`config.mk`:
```
export PLATFORM = sky130hd
export DESIGN_NAME = prog_loader
export DESIGN_NICKNAME = d
export VERILOG_FILES = /design/src/rtl/prog_loader.sv
export SDC_FILE = /design/constraint.sdc
export NUM_CORES = 1
export LEC_CHECK = 0
export CAP_MARGIN = 20
export CELL_PAD_IN_SITES_DETAIL_PLACEMENT = 1
export CELL_PAD_IN_SITES_GLOBAL_PLACEMENT = 1
export CORE_MARGIN = 2
export CORE_UTILIZATION = 30
export CTS_CLUSTER_DIAMETER = 40
export DETAILED_ROUTE_END_ITERATION = 12
export PLACE_DENSITY = 0.67
export SYNTH_ARGS = -nofsm -noshare
export SYNTH_HDL_FRONTEND = slang
export SYNTH_SLANG_ARGS = --single-unit
```
`constraint.sdc`:
```
create_clock -name clk -period 2.1 [get_ports clk]
set_clock_uncertainty 0.1 [all_clocks]
set_input_delay 0.525 -clock clk [delete_from_list [all_inputs] [get_ports clk]]
set_output_delay 0.525 -clock clk [all_outputs]
set_load 0.005 [all_outputs]
```
`src/rtl/prog_loader.sv`:
```
// Byte-stream program loader: packs synchronized bytes into little-endian words and writes program memory.
// Optional byte checksum on chk is built when PROG_LOADER_CHECKSUM_EN is defined.
module prog_loader #(
   parameter int ADDR_W = 5,
   parameter int DEPTH  = 32
) (
   input  logic              clk,
   input  logic              rst_n,
   input  logic              load_en,
   input  logic              byte_stb,
   input  logic [7:0]        byte_in,
   output logic              mem_we,
   output logic [ADDR_W-1:0] mem_addr,
   output logic [31:0]       mem_wdata,
   output logic              cpu_run,
   output logic              load_done,
   output logic              ovf,
   output logic              partial,
   output logic [7:0]        chk
);

   // word_addr must be able to hold DEPTH itself so it can saturate there
   localparam int CNT_W = $clog2(DEPTH + 1);
   localparam logic [CNT_W-1:0] DEPTH_C = CNT_W'(DEPTH);

   typedef enum logic [1:0] {
      S_IDLE,
      S_RUN,
      S_LOAD,
      S_WRITE
   } state_e;

   state_e              state_q;
   logic                load_en_meta_q, load_en_s_q;
   logic                stb_meta_q, stb_s_q, stb_s_dly_q;
   logic [1:0]          byte_idx_q, byte_idx_d;
   logic [CNT_W-1:0]    word_addr_q;
   logic [31:0]         asm_q;
   logic                mem_we_q;
   logic [ADDR_W-1:0]   mem_addr_q;
   logic [31:0]         mem_wdata_q;
   logic                cpu_run_q, load_done_q, ovf_q, partial_q;
   logic                stb_edge, load_entry, capture;

   always_ff @(posedge clk or negedge rst_n) begin
      if (!rst_n) begin
         load_en_meta_q <= 1'b0;
         load_en_s_q    <= 1'b0;
         stb_meta_q     <= 1'b0;
         stb_s_q        <= 1'b0;
         stb_s_dly_q    <= 1'b0;
      end else begin
         // NOTE: non-blocking assignments make every flop sample the pre-edge
         // value, which is what turns these lines into a real shift chain.
         load_en_meta_q <= load_en;
         load_en_s_q    <= load_en_meta_q;
         stb_meta_q     <= byte_stb;
         stb_s_q        <= stb_meta_q;
         stb_s_dly_q    <= stb_s_q;
      end
   end

   always_comb begin
      // NOTE: every signal gets a value on every path through this block, so
      // no latch is inferred.
      stb_edge   = stb_s_q & ~stb_s_dly_q;
      byte_idx_d = byte_idx_q + 2'd1;
      load_entry = ((state_q == S_IDLE) || (state_q == S_RUN)) && load_en_s_q;
      capture    = (state_q == S_LOAD) && stb_edge;
   end

   always_ff @(posedge clk or negedge rst_n) begin
      if (!rst_n) begin
         state_q     <= S_IDLE;
         byte_idx_q  <= 2'd0;
         word_addr_q <= '0;
         asm_q       <= 32'd0;
         mem_we_q    <= 1'b0;
         mem_addr_q  <= '0;
         mem_wdata_q <= 32'd0;
         cpu_run_q   <= 1'b0;
         load_done_q <= 1'b0;
         ovf_q       <= 1'b0;
         partial_q   <= 1'b0;
      end else begin
         mem_we_q <= 1'b0;
         case (state_q)
            S_IDLE, S_RUN: begin
               if (load_entry) begin
                  state_q     <= S_LOAD;
                  cpu_run_q   <= 1'b0;
                  byte_idx_q  <= 2'd0;
                  word_addr_q <= '0;
                  load_done_q <= 1'b0;
                  ovf_q       <= 1'b0;
                  partial_q   <= 1'b0;
               end else begin
                  state_q   <= S_RUN;
                  cpu_run_q <= 1'b1;
               end
            end
            S_LOAD: begin
               if (capture) begin
                  asm_q[{byte_idx_q, 3'b000} +: 8] <= byte_in;
                  byte_idx_q                       <= byte_idx_d;
               end
               // A completed word is always written; a pending exit is then
               // taken on the next LOAD cycle with byte_idx already back at 0.
               if (capture && (byte_idx_q == 2'd3)) begin
                  state_q <= S_WRITE;
               end else if (!load_en_s_q) begin
                  if ((capture ? byte_idx_d : byte_idx_q) != 2'd0) begin
                     partial_q <= 1'b1;
                  end
                  byte_idx_q  <= 2'd0;
                  load_done_q <= 1'b1;
                  cpu_run_q   <= 1'b1;
                  state_q     <= S_RUN;
               end
            end
            S_WRITE: begin
               if (word_addr_q < DEPTH_C) begin
                  mem_we_q    <= 1'b1;
                  mem_addr_q  <= ADDR_W'(word_addr_q);
                  mem_wdata_q <= asm_q;
                  word_addr_q <= word_addr_q + CNT_W'(1);
               end else begin
                  ovf_q <= 1'b1;
               end
               state_q <= S_LOAD;
            end
            default: state_q <= S_IDLE;
         endcase
      end
   end

`ifdef PROG_LOADER_CHECKSUM_EN
   logic [7:0] chk_q;

   always_ff @(posedge clk or negedge rst_n) begin
      if (!rst_n) begin
         chk_q <= 8'd0;
      end else if (load_entry) begin
         chk_q <= 8'd0;
      end else if (capture) begin
         chk_q <= chk_q ^ byte_in;
      end
   end

   assign chk = chk_q;
`else
   assign chk = 8'd0;
`endif

   assign mem_we    = mem_we_q;
   assign mem_addr  = mem_addr_q;
   assign mem_wdata = mem_wdata_q;
   assign cpu_run   = cpu_run_q;
   assign load_done = load_done_q;
   assign ovf       = ovf_q;
   assign partial   = partial_q;

endmodule

```
==> run summary, run 1 <==
Status = completed
Fmax = 516 MHz
Compound-Gate Fraction of Synth Area = 0.0974
CP max stage delay = 0.54 ns
Worst hold slack = 0.255 ns
Total Power = 4.75 mW
Final Max Tran Viols = 0
Worst endpoint required time = 2.26 ns
Ranking of synthesized cells by area = dfrtp_1, nand2_1, o21ai_0
Switching Share = 0.271
IO Pins = 62
First-pass GRT wire length = 14500 µm
Multi-input gate area = 0.00123 mm²
CP max FO = 9
# resized after CTS = 0
GR Layer Usage met2 = 0.230
RSZ-0062 raised after global routing = no
Crit path DAT = 2.10 ns
Iter 0 DRT Violations = 166
GRT overflow = 0
Worst setup SP type = register
Pre-CTS WS = 0.195 ns
Reg power frac = 0.475
Fin. Hold Viols = 0
Die W = 115 µm
H-tree lvl count = 3
R2R Setup Slk = 0.16 ns
Clock power frac = 0.319
GRT met1 Usage = 0.186
Setup_tns = 0 ns
Worst min path class = reg2reg
IO buf count = 53
Peak VDD IR = 0.399 mV
Combinational power share = 0.206
FP Rows = 40
Die Y-Extent = 115 µm
Mux cell area share after synthesis = 0.00306
Routability Congestion = 0.731
Fin crit share = 0.923
Post-synthesis simple-gate area fraction = 0.197
FF+latch area = 0.00223 mm²
Final std cell area, no fill = 0.00461 mm²
Area overhead of the layout relative to synthesis = 25.5%
Int Power = 3.46 mW
Cell count after placement = 568
DRT antenna net count = 0
Vias per inst = 4.57
CTS Sinks = 89
Clk_lat worst skew = 0.34 ns
Clock transition at path regs = 0.06 ns
Share of cells above drive strength 1 = 0.0685
Vias after detailed routing = 2675
Setup fix buffers added after clock tree synthesis = 0
Wire per inst = 14.3 µm
Synth async-reset ratio = 1.00
Starting density of the core = 0.307
Final nets = 451
DRT Pass-1 Iters = 4
Synth Area in Adders = 0.0204
Cells after synthesis = 380
Setup crit end kind = register
Critical path cell sequence = inv_1, ha_1, nor3b_2, nand3_1, o21ai_1
Register area share after synthesis = 0.606
Cell taking the most area after synthesis = dfrtp_1
Number of synthesis warnings = 0
Final core occ = 0.386
Synthesized cell area = 0.00367 mm²
Leak Pwr = 2.17 nW
Slowest library cell on the worst path = nor3b_2
Post-synth EDFFs = 0
CTS root buf = clkbuf_16
Core Box Area = 0.0120 mm²
#FFs+latches synth = 89
Busiest layer in global routing = met2
Largest family of logic cells by synthesized area = simple AND/OR/NAND/NOR gates
Clock tree buffer depth = 2
Fin cells = 585
FILL cells = 1405
Distinct cell type count of the synthesized netlist = 37
Remaining DRCs = 0
NetSw = 1.29 mW
Min cycle time layout = 1.94 ns
Share of the synthesized area in the top cell type = 0.606
Die area = 0.0132 mm²
Slack of the critical path = 0.162 ns
Routed WL = 8370 µm
Setup CP Type = reg2reg
Grt met3 use = 0.0349
Largest net degree at the start of global routing = 49
GRT Total Usage = 0.143
XOR/XNOR Fraction of Synth Area = 0.00715
Post-DP HPWL = 5870 µm
Max Cap Violations = 0
Cts hold-fix bufs = 1
Initial antenna violation count = 0
CTS tree = yes
Relative slew slack = 0.627
Avg Inst Size Synth = 9.67 µm²
Top_reg_cell synth = dfrtp_1
# setup viols final = 0
Number of global-route vias before repair = 2885
Diode count = 0
Post-DP Area = 0.00432 mm²
CTS buffer count = 9
Slew @ Worst Pin = 0.558 ns
PwrDens = 1030 mW/mm²
==> cells in the final DEF, fill, tap and decap left out, types with 3 or more instances in the layout <==
| cell | instances |
|---|---|
| clkinv_2 | 3 |
| nand2b_1 | 4 |
| dfrtp_1 | 89 |
| a21oi_1 | 3 |
| clkdlybuf4s50_1 | 52 |
| clkbuf_16 | 9 |
| nor2_1 | 11 |
| nand3_1 | 19 |
| o21ai_1 | 13 |
| inv_1 | 20 |
| conb_1 | 8 |
| ha_1 | 6 |
| nor2b_1 | 3 |
| buf_4 | 9 |
| nand2_1 | 118 |
| and2_1 | 4 |
| o21ai_0 | 39 |
==> registers in the layout (all words and copies together), names as in the netlist, 2 cells and up <==
signal / count
asm_q: 32
byte_idx_q: 2
mem_addr: 5
mem_wdata: 32
state_q: 2
word_addr_q: 6
==> final timing paths <==
| kind | from | end | cells past startpoint |
|---|---|---|---|
| max in group asynchronous | rst_n | mem_wdata[26] | 3 |
| max reg2reg | byte_idx_q[1] | asm_q[7] | 5 |
| max | byte_idx_q[1] | asm_q[7] | 5 |
| min in group asynchronous | rst_n | asm_q[14] | 2 |
| min reg2reg | load_en_meta_q | load_en_s_q | 0 |
| min | load_en_meta_q | load_en_s_q | 0 |
==> power by group through the flow <==
stage	Sequential [mW]	Clock, mW	Combinational (mW)
final	2.25	1.51	0.978
after global routing	2.31	1.64	1.11
after CTS	2.26	1.56	1.00
after detailed placement	2.29	0	0.991
after global placement	2.27	0	0.964
after floorplan	2.26	0	0.409
==> layout make-up <==
| cell class | count | share of cell area |
|---|---|---|
| Timing Repair Buffer | 63 | 0.134 |
| Sequential cell | 89 | 0.483 |
| Inverter | 20 | 0.0163 |
| Tap cell | 147 | 0.0399 |
| Multi-Input combinational cell | 250 | 0.266 |
| Clock buffer | 11 | 0.0548 |
| Clock inverter | 5 | 0.00651 |
==> critical path, delay by kind of cell (launching register included) <==
kind	cells	cell delay (ns)
adders and majority gates	1	0.40
and+or+nand+nor	2	0.70
DFF	1	0.42
AOI/OAI and AO/OA	1	0.12
buffers and inverters	1	0.12
==> per-layer routing <==
metal | vias to the layer above | part of all wire
li1 | 1313 | -
met1 | 1306 | 0.47
met2 | 45 | 0.48
met3 | 11 | 0.033
met4 | 0 | 0.017
met5 | - | 0
==> synth_stat cells (all sizes together), types with 2 or more instances <==
| cell | count |
|---|---|
| a21oi | 3 |
| and2 | 4 |
| nand2b | 4 |
| buf | 21 |
| inv | 20 |
| ha | 6 |
| clkbuf | 7 |
| dfrtp | 89 |
| o31ai | 2 |
| nor2b | 3 |
| nand2 | 118 |
| nor3b | 2 |
| o21ai | 52 |
| xor2 | 2 |
| nor2 | 11 |
| nand3 | 19 |
==> logic make-up after synthesis <==
group	after synthesis
other cells	1
flops	89
fa+ha+maj	6
xor+xnor	3
mux	1
compound gates	65
buf+inv	48
simple gates	167
Note: power is estimated with default switching activity, not from simulation.
==> inputs of run 2 (changes only) <==
--- a/config.mk
+++ b/config.mk
@@ -9,10 +9,10 @@
 export CELL_PAD_IN_SITES_DETAIL_PLACEMENT = 1
 export CELL_PAD_IN_SITES_GLOBAL_PLACEMENT = 1
 export CORE_MARGIN = 2
-export CORE_UTILIZATION = 30
+export CORE_UTILIZATION = 40
 export CTS_CLUSTER_DIAMETER = 40
 export DETAILED_ROUTE_END_ITERATION = 12
-export PLACE_DENSITY = 0.67
+export PLACE_DENSITY = 0.83
 export SYNTH_ARGS = -nofsm -noshare
 export SYNTH_HDL_FRONTEND = slang
 export SYNTH_SLANG_ARGS = --single-unit
==> run summary, run 2 (synthesized netlist as in run 1, its figures left out) <==
Fmax = 513 MHz
Post-DP Area = 0.00428 mm²
Number of global-route vias before repair = 2895
Slew @ Worst Pin = 0.567 ns
Hold Crit Depth = 0
Combinational power share = 0.225
Core Box Area = 0.00881 mm²
Int Power = 3.22 mW
GRT Total Usage = 0.183
Crit path DAT = 2.12 ns
# setup viols final = 0
Crit Reg-Reg Startpoint = byte_idx_q[1]
Cell count after placement = 530
Final nets = 452
Fin crit share = 0.928
PwrDens = 992 mW/mm²
Initial antenna violation count = 0
Share of cells above drive strength 1 = 0.0683
Endpoint, Worst Hold = load_en_s_q
IO buf count = 53
Die Y-Extent = 99.9 µm
Largest net degree at the start of global routing = 35
Wire per inst = 15.6 µm
Die W = 99.9 µm
H-tree lvl count = 3
CP max FO = 9
Commonest non-fill, non-tap cell in the layout = nand2_1
Clock tree buffer depth = 2
Setup crit end kind = register
Area overhead of the layout relative to synthesis = 22.7%
DRT Pass-1 Iters = 4
Worst setup SP type = register
Fin cells = 547
CTS Sinks = 89
Reg2Reg Depth = 5
NetSw = 1.25 mW
Leak Pwr = 2.14 nW
Most frequent cells in the layout = nand2_1, dfrtp_1, clkdlybuf4s50_1
Switching Share = 0.280
Fin. Hold Viols = 0
Min cycle time layout = 1.95 ns
Reg power frac = 0.504
Iter 0 DRT Violations = 102
Max Cap Violations = 0
Final std cell area, no fill = 0.00451 mm²
GRT overflow = 0
Routability Congestion = 0.779
Starting density of the core = 0.417
Hold Crit Start = load_en_meta_q
First-pass GRT wire length = 14300 µm
Worst reg2reg path endpoint = asm_q[21]
IO Pins = 62
Worst min path class = reg2reg
CTS buffer count = 9
DRT antenna net count = 0
Setup_tns = 0 ns
Pre-CTS WS = 0.0884 ns
Remaining DRCs = 0
FP Rows = 34
Vias after detailed routing = 2744
Clock transition at path regs = 0.08 ns
Vias per inst = 5.02
CTS root buf = clkbuf_8
Relative slew slack = 0.622
Clock power frac = 0.271
Final Max Tran Viols = 0
CTS tree = yes
Peak VDD IR = 0.393 mV
Status = completed
Worst hold slack = 0.255 ns
Routed WL = 8520 µm
Slack of the critical path = 0.152 ns
Diode count = 0
R2R Setup Slk = 0.15 ns
Post-DP HPWL = 5970 µm
Worst endpoint required time = 2.27 ns
Die area = 0.00997 mm²
Clk_lat worst skew = 0.36 ns
Setup CP Type = reg2reg
RSZ-0062 raised after global routing = no
-- run 2: cell types whose count changed in the layout (fill, tap and decap cells not counted), sizes merged --
cell,change
bufinv,+1
buf,+1
clkinv,-1
clkinvlp,-1
clkbuf,+1
-- run 2: layer usage --
metal / global-route usage / part of all wire / vias to the layer above
met5: 0 / 0 / -
met1: 0.243 / 0.46 / 1342
met2: 0.291 / 0.47 / 68
li1: - / - / 1312
met3: 0.0327 / 0.040 / 22
met4: 0.0875 / 0.030 / 0
-- run 2: cell type report --
type	instances	area, µm²
Fill cell	992	4300
Clock buffer	12	155
Timing Repair Buffer	64	626
Inverter	20	75.1
Clock inverter	4	51.3
Tap cell	108	135
Multi-Input combinational cell	250	1240
Sequential cell	89	2230
-- run 2: critical path, stage by stage (launching register included) --
cell and delay (ns):
dfrtp_1 0.43, inv_1 0.12, ha_1 0.49, nor3b_4 0.44
nand3_1 0.15, o21ai_1 0.13
-- run 2: per-stage QoR --
stage	util	power (mW)
detailed placement	0.486	3.29
global placement	0.486	3.22
global route	0.512	4.76
floorplan	-	2.67
finish	0.512	4.47
CTS	0.511	4.52
-- run 2: power groups by stage --
stage | clock network [mW] | registers (mW) | logic, mW
6_report | 1.21 | 2.25 | 1.01
5_1_grt | 1.33 | 2.30 | 1.13
3_5_place_dp | 0 | 2.29 | 1.01
2_1_floorplan | 0 | 2.26 | 0.409
4_1_cts | 1.25 | 2.26 | 1.01
3_3_place_gp | 0 | 2.27 | 0.952
-- run 2: worst max-delay path by stage --
stage / start / end / depth (start not counted)
floorplan: byte_idx_q[0] / asm_q[24] / 7
global placement: byte_idx_q[1] / asm_q[22] / 5
detailed placement: byte_idx_q[1] / asm_q[21] / 5
CTS: byte_idx_q[1] / asm_q[21] / 5
global route: byte_idx_q[1] / asm_q[21] / 5
finish: byte_idx_q[1] / asm_q[21] / 5
-- run 2: timing repair --
| item | in CTS | in global routing |
|---|---|---|
| resized for setup | 0 | 2 |
| setup buffers | 0 | 0 |
| setup endpoints to repair | 0 | 8 |
| hold buffers | 1 | 0 |
| hold endpoints to repair | 27 | 0 |
==> inputs of run 3 (changes only) <==
--- a/config.mk
+++ b/config.mk
@@ -10,9 +10,12 @@
 export CELL_PAD_IN_SITES_GLOBAL_PLACEMENT = 1
 export CORE_MARGIN = 2
 export CORE_UTILIZATION = 40
+export CTS_BUF_LIST = sky130_fd_sc_hd__clkbuf_16
 export CTS_CLUSTER_DIAMETER = 40
 export DETAILED_ROUTE_END_ITERATION = 12
 export PLACE_DENSITY = 0.83
+export SKIP_LAST_GASP = 1
+export SLEW_MARGIN = 0
 export SYNTH_ARGS = -nofsm -noshare
 export SYNTH_HDL_FRONTEND = slang
 export SYNTH_SLANG_ARGS = --single-unit
==> run summary, run 3 (synthesized netlist as in run 1, its figures left out) <==
Remaining DRCs = 0
Setup crit end kind = register
Clock tree buffer depth = 2
FP Rows = 34
Worst endpoint required time = 2.24 ns
Clock transition at path regs = 0.06 ns
Cell count after placement = 530
Die W = 99.9 µm
Diode count = 0
PwrDens = 1050 mW/mm²
Fmax = 507 MHz
Starting density of the core = 0.417
Leak Pwr = 2.17 nW
Number of global-route vias before repair = 2985
Commonest non-fill, non-tap cell in the layout = nand2_1
Vias after detailed routing = 2760
CP max FO = 9
Final Max Tran Viols = 0
Slew @ Worst Pin = 0.578 ns
First-pass GRT wire length = 14700 µm
Setup fix buffers added after clock tree synthesis = 0
R2R Setup Slk = 0.13 ns
Crit path DAT = 2.11 ns
CTS tree = yes
Worst reg2reg path endpoint = asm_q[17]
Most frequent cells in the layout = nand2_1, dfrtp_1, clkdlybuf4s50_1
Relative slew slack = 0.614
Vias per inst = 5.05
Crit Reg-Reg Startpoint = byte_idx_q[1]
Peak VDD IR = 0.418 mV
Clk_lat worst skew = 0.34 ns
Core Box Area = 0.00881 mm²
Worst Setup SP = byte_idx_q[1]
CP Capture Point = asm_q[17]
GRT overflow = 0
CTS buffer count = 9
Min cycle time layout = 1.97 ns
Die Y-Extent = 99.9 µm
Setup CP Type = reg2reg
RSZ-0062 raised after global routing = no
# setup viols final = 0
Final nets = 451
Fin. Hold Viols = 0
Share of cells above drive strength 1 = 0.0639
DRT antenna net count = 0
H-tree lvl count = 3
Die area = 0.00997 mm²
Setup_tns = 0 ns
CTS Sinks = 89
Fin cells = 546
CTS root buf = clkbuf_16
Reg2Reg Depth = 5
Post-DP HPWL = 5970 µm
Wire per inst = 15.7 µm
Fin crit share = 0.939
Max Cap Violations = 0
Status = completed
IO Pins = 62
Routability Congestion = 0.779
Initial antenna violation count = 0
Routed WL = 8590 µm
Worst min path class = in2async
DRT Pass-1 Iters = 4
GRT Total Usage = 0.189
Area overhead of the layout relative to synthesis = 24.6%
FILL cells = 1002
IO buf count = 53
Iter 0 DRT Violations = 95
Largest net degree at the start of global routing = 35
Worst setup SP type = register
[run 3: how the worst min path moves through the flow]
stage,slack (ns),cells past startpoint,to,from
6_report,0.01,1,mem_wdata[6],rst_n
2_1_floorplan,0.13,0,asm_q[0],rst_n
3_5_place_dp,0.24,0,load_en_s_q,load_en_meta_q
4_1_cts,0.01,1,mem_wdata[6],rst_n
3_3_place_gp,0.23,0,stb_s_q,stb_meta_q
5_1_grt,0.03,1,mem_wdata[5],rst_n
[run 3: repair_timing]
action / in CTS / in global routing
endpoints found under the hold margin: 0 / 0
endpoints found under the setup margin: 0 / 9
hold buffers: 0 / 0
gates resized for setup: 0 / 2
[run 3: layout make-up]
type	instances	area, µm²	share of cell area
Sequential cell	89	2230	0.486
Multi-Input combinational cell	250	1240	0.270
Timing Repair Buffer	63	616	0.134
Clock buffer	9	225	0.0492
Tap cell	108	135	0.0295
Inverter	20	75.1	0.0164
Clock inverter	7	62.6	0.0137
[run 3: layer usage]
| layer | share of wire | track usage | routed length [µm] | vias up |
|---|---|---|---|---|
| met5 | 0 | 0 | 0 | - |
| met3 | 0.048 | 0.0536 | 411 | 31 |
| met2 | 0.46 | 0.301 | 3970 | 78 |
| met1 | 0.46 | 0.241 | 3920 | 1342 |
| li1 | - | - | - | 1309 |
| met4 | 0.033 | 0.0864 | 283 | 0 |
[run 3: critical path, cell delays in order (launching register included)]
cell and delay (ns):
dfrtp_1 0.42, inv_1 0.13, ha_1 0.49, nor3b_4 0.44, nand3_1 0.15, o21ai_0 0.14
[run 3: through the flow]
step	util	hold WS (ns)	power, mW	area (µm²)	worst slack [ns]
after global placement	0.486	0.233	3.22	4280	0.330
after floorplan	-	0.129	2.67	3700	0.199
after detailed placement	0.486	0.236	3.29	4280	0.0884
after CTS	0.519	0.0128	4.87	4570	0.0258
after global routing	0.520	0.0254	5.13	4580	0.00768
final	0.520	0.0132	4.82	4580	0.129
[run 3: where the power goes]
| group | internal [mW] | total [mW] | switching [mW] |
|---|---|---|---|
| Clock | 0.909 | 1.55 | 0.643 |
| Sequential | 2.06 | 2.26 | 0.196 |
| Combinational | 0.543 | 1.01 | 0.467 |
==> variant: new RTL, settings of run 1 <==
Add a define of `PROG_LOADER_CHECKSUM_EN`.
--- a/src/rtl/prog_loader.sv
+++ b/src/rtl/prog_loader.sv
@@ -2,2 +2,4 @@
 // Optional byte checksum on chk is built when PROG_LOADER_CHECKSUM_EN is defined.
+`define PROG_LOADER_CHECKSUM_EN
+
 module prog_loader #(
Formal check against the unedited RTL: not equivalent (Yosys sat finds a counterexample within 10 cycles, from zero or initial values and one cycle with rst_n low).
==> variant against run 1 <==
  * Non-clock buffer count is 17 higher
  * Setup slack improved by 0.026 ns
  * Sequential cell count is 8 higher
  * Routed wire length up 22%
  * Hold slack worse by 0.22 ns
  * Synthesized area rose by 12%
  * Cell count up 7.4%
  * Sequential share of layout area decreased by 1.5 points
  * Power down 0.59%
  * Cell area up 12%
  * Largest cell class unchanged
==> variant: results (changes against run 1) <==
status=finished, final reports clean; top cell type's share of synthesized area=59.2% (-1.4 points); Compound-Gate Fraction of Synth Area=13.2% (+3.5 points); Cell Area, Placed=0.00491 mm2 (+14%); Avg WL per Cell=16.2 um (+13%); Total Routing Usage GR=15.3% (+0.97 points); vias in the first global route=3302 (+14%); slowest stage delay, CP=0.47 ns (-0.07 ns); Min Hold Slack=0.0385 ns (-0.217 ns); switching share of power=26.0% (-1.1 points); first-pass GRT wire length=17500 um (+21%); IO Port Bufs=61 (+15%); P_seq=2.31 mW (+3%); Leak=2.21 nW (+2.2%); area share of xor/xnor cells in the synthesized design=0.214% (-0.50 points); Slew @ Worst Pin=0.509 ns (-0.0483 ns); reg-to-reg slack, setup=0.19 ns (+0.03 ns); clock share of power=32.3% (+0.4 points); Hold Path Class=in2async; detailed placement HPWL=7320 um (+25%); layout cells sized above 1=10.6% (+3.8 points); adder-cell share of the synthesized area=1.83% (-0.21 points); Inst Count DP=614 (+8.1%); initial DRC count=134 (-19%); nets@finish=467 (+3.5%); fin cells=628 (+7.4%); largest net degree at the start of global routing=61 (+24%); gp weighted congestion=0.811 (+11%); period utilisation layout=91.0% (-1.2 points); Max IR drop VDD=0.000528 V (+32%); FF-to-FF End=asm_q[27]$_DFFE_PN0P_; Synth cell types=44 (+19%)
variant: changes by cell type in the layout (fill, tap and decap cells not counted), moves of 9 or more:
| cell | run 1 | this run |
|---|---|---|
| a21oi_1 | 3 | 12 |
| buf_4 | 9 | 18 |
| inv_1 | 20 | 39 |
| mux2_2 | 1 | 12 |
| nand2_1 | 118 | 39 |
| nand3_1 | 19 | 5 |
| nand4_1 | 1 | 24 |
| o21ai_0 | 39 | 60 |
| or3_1 | 0 | 9 |
variant: cell type report:
type,count,area [um2]
fill,1476,8110
sequential,97,2430
multi-input combinational,222,1350
timing repair buffer,80,776
clock buffer,14,264
tap,176,220
inverter,39,146
variant: worst max-delay path, delay by kind of cell (launching register included):
kind,cells,cell delay [ns]
buffers and inverters,1,0.18
flip-flops,1,0.42
adder cells (fa/ha/maj),1,0.34
AO/OA/AOI/OAI,1,0.18
AND/OR/NAND/NOR,2,0.60
variant: per-layer routing:
metal,track usage (%),part of all wire (%)
met3,3.20,3.4
met2,23.6,48
met4,6.10,1.8
met5,0,0
met1,21.0,47
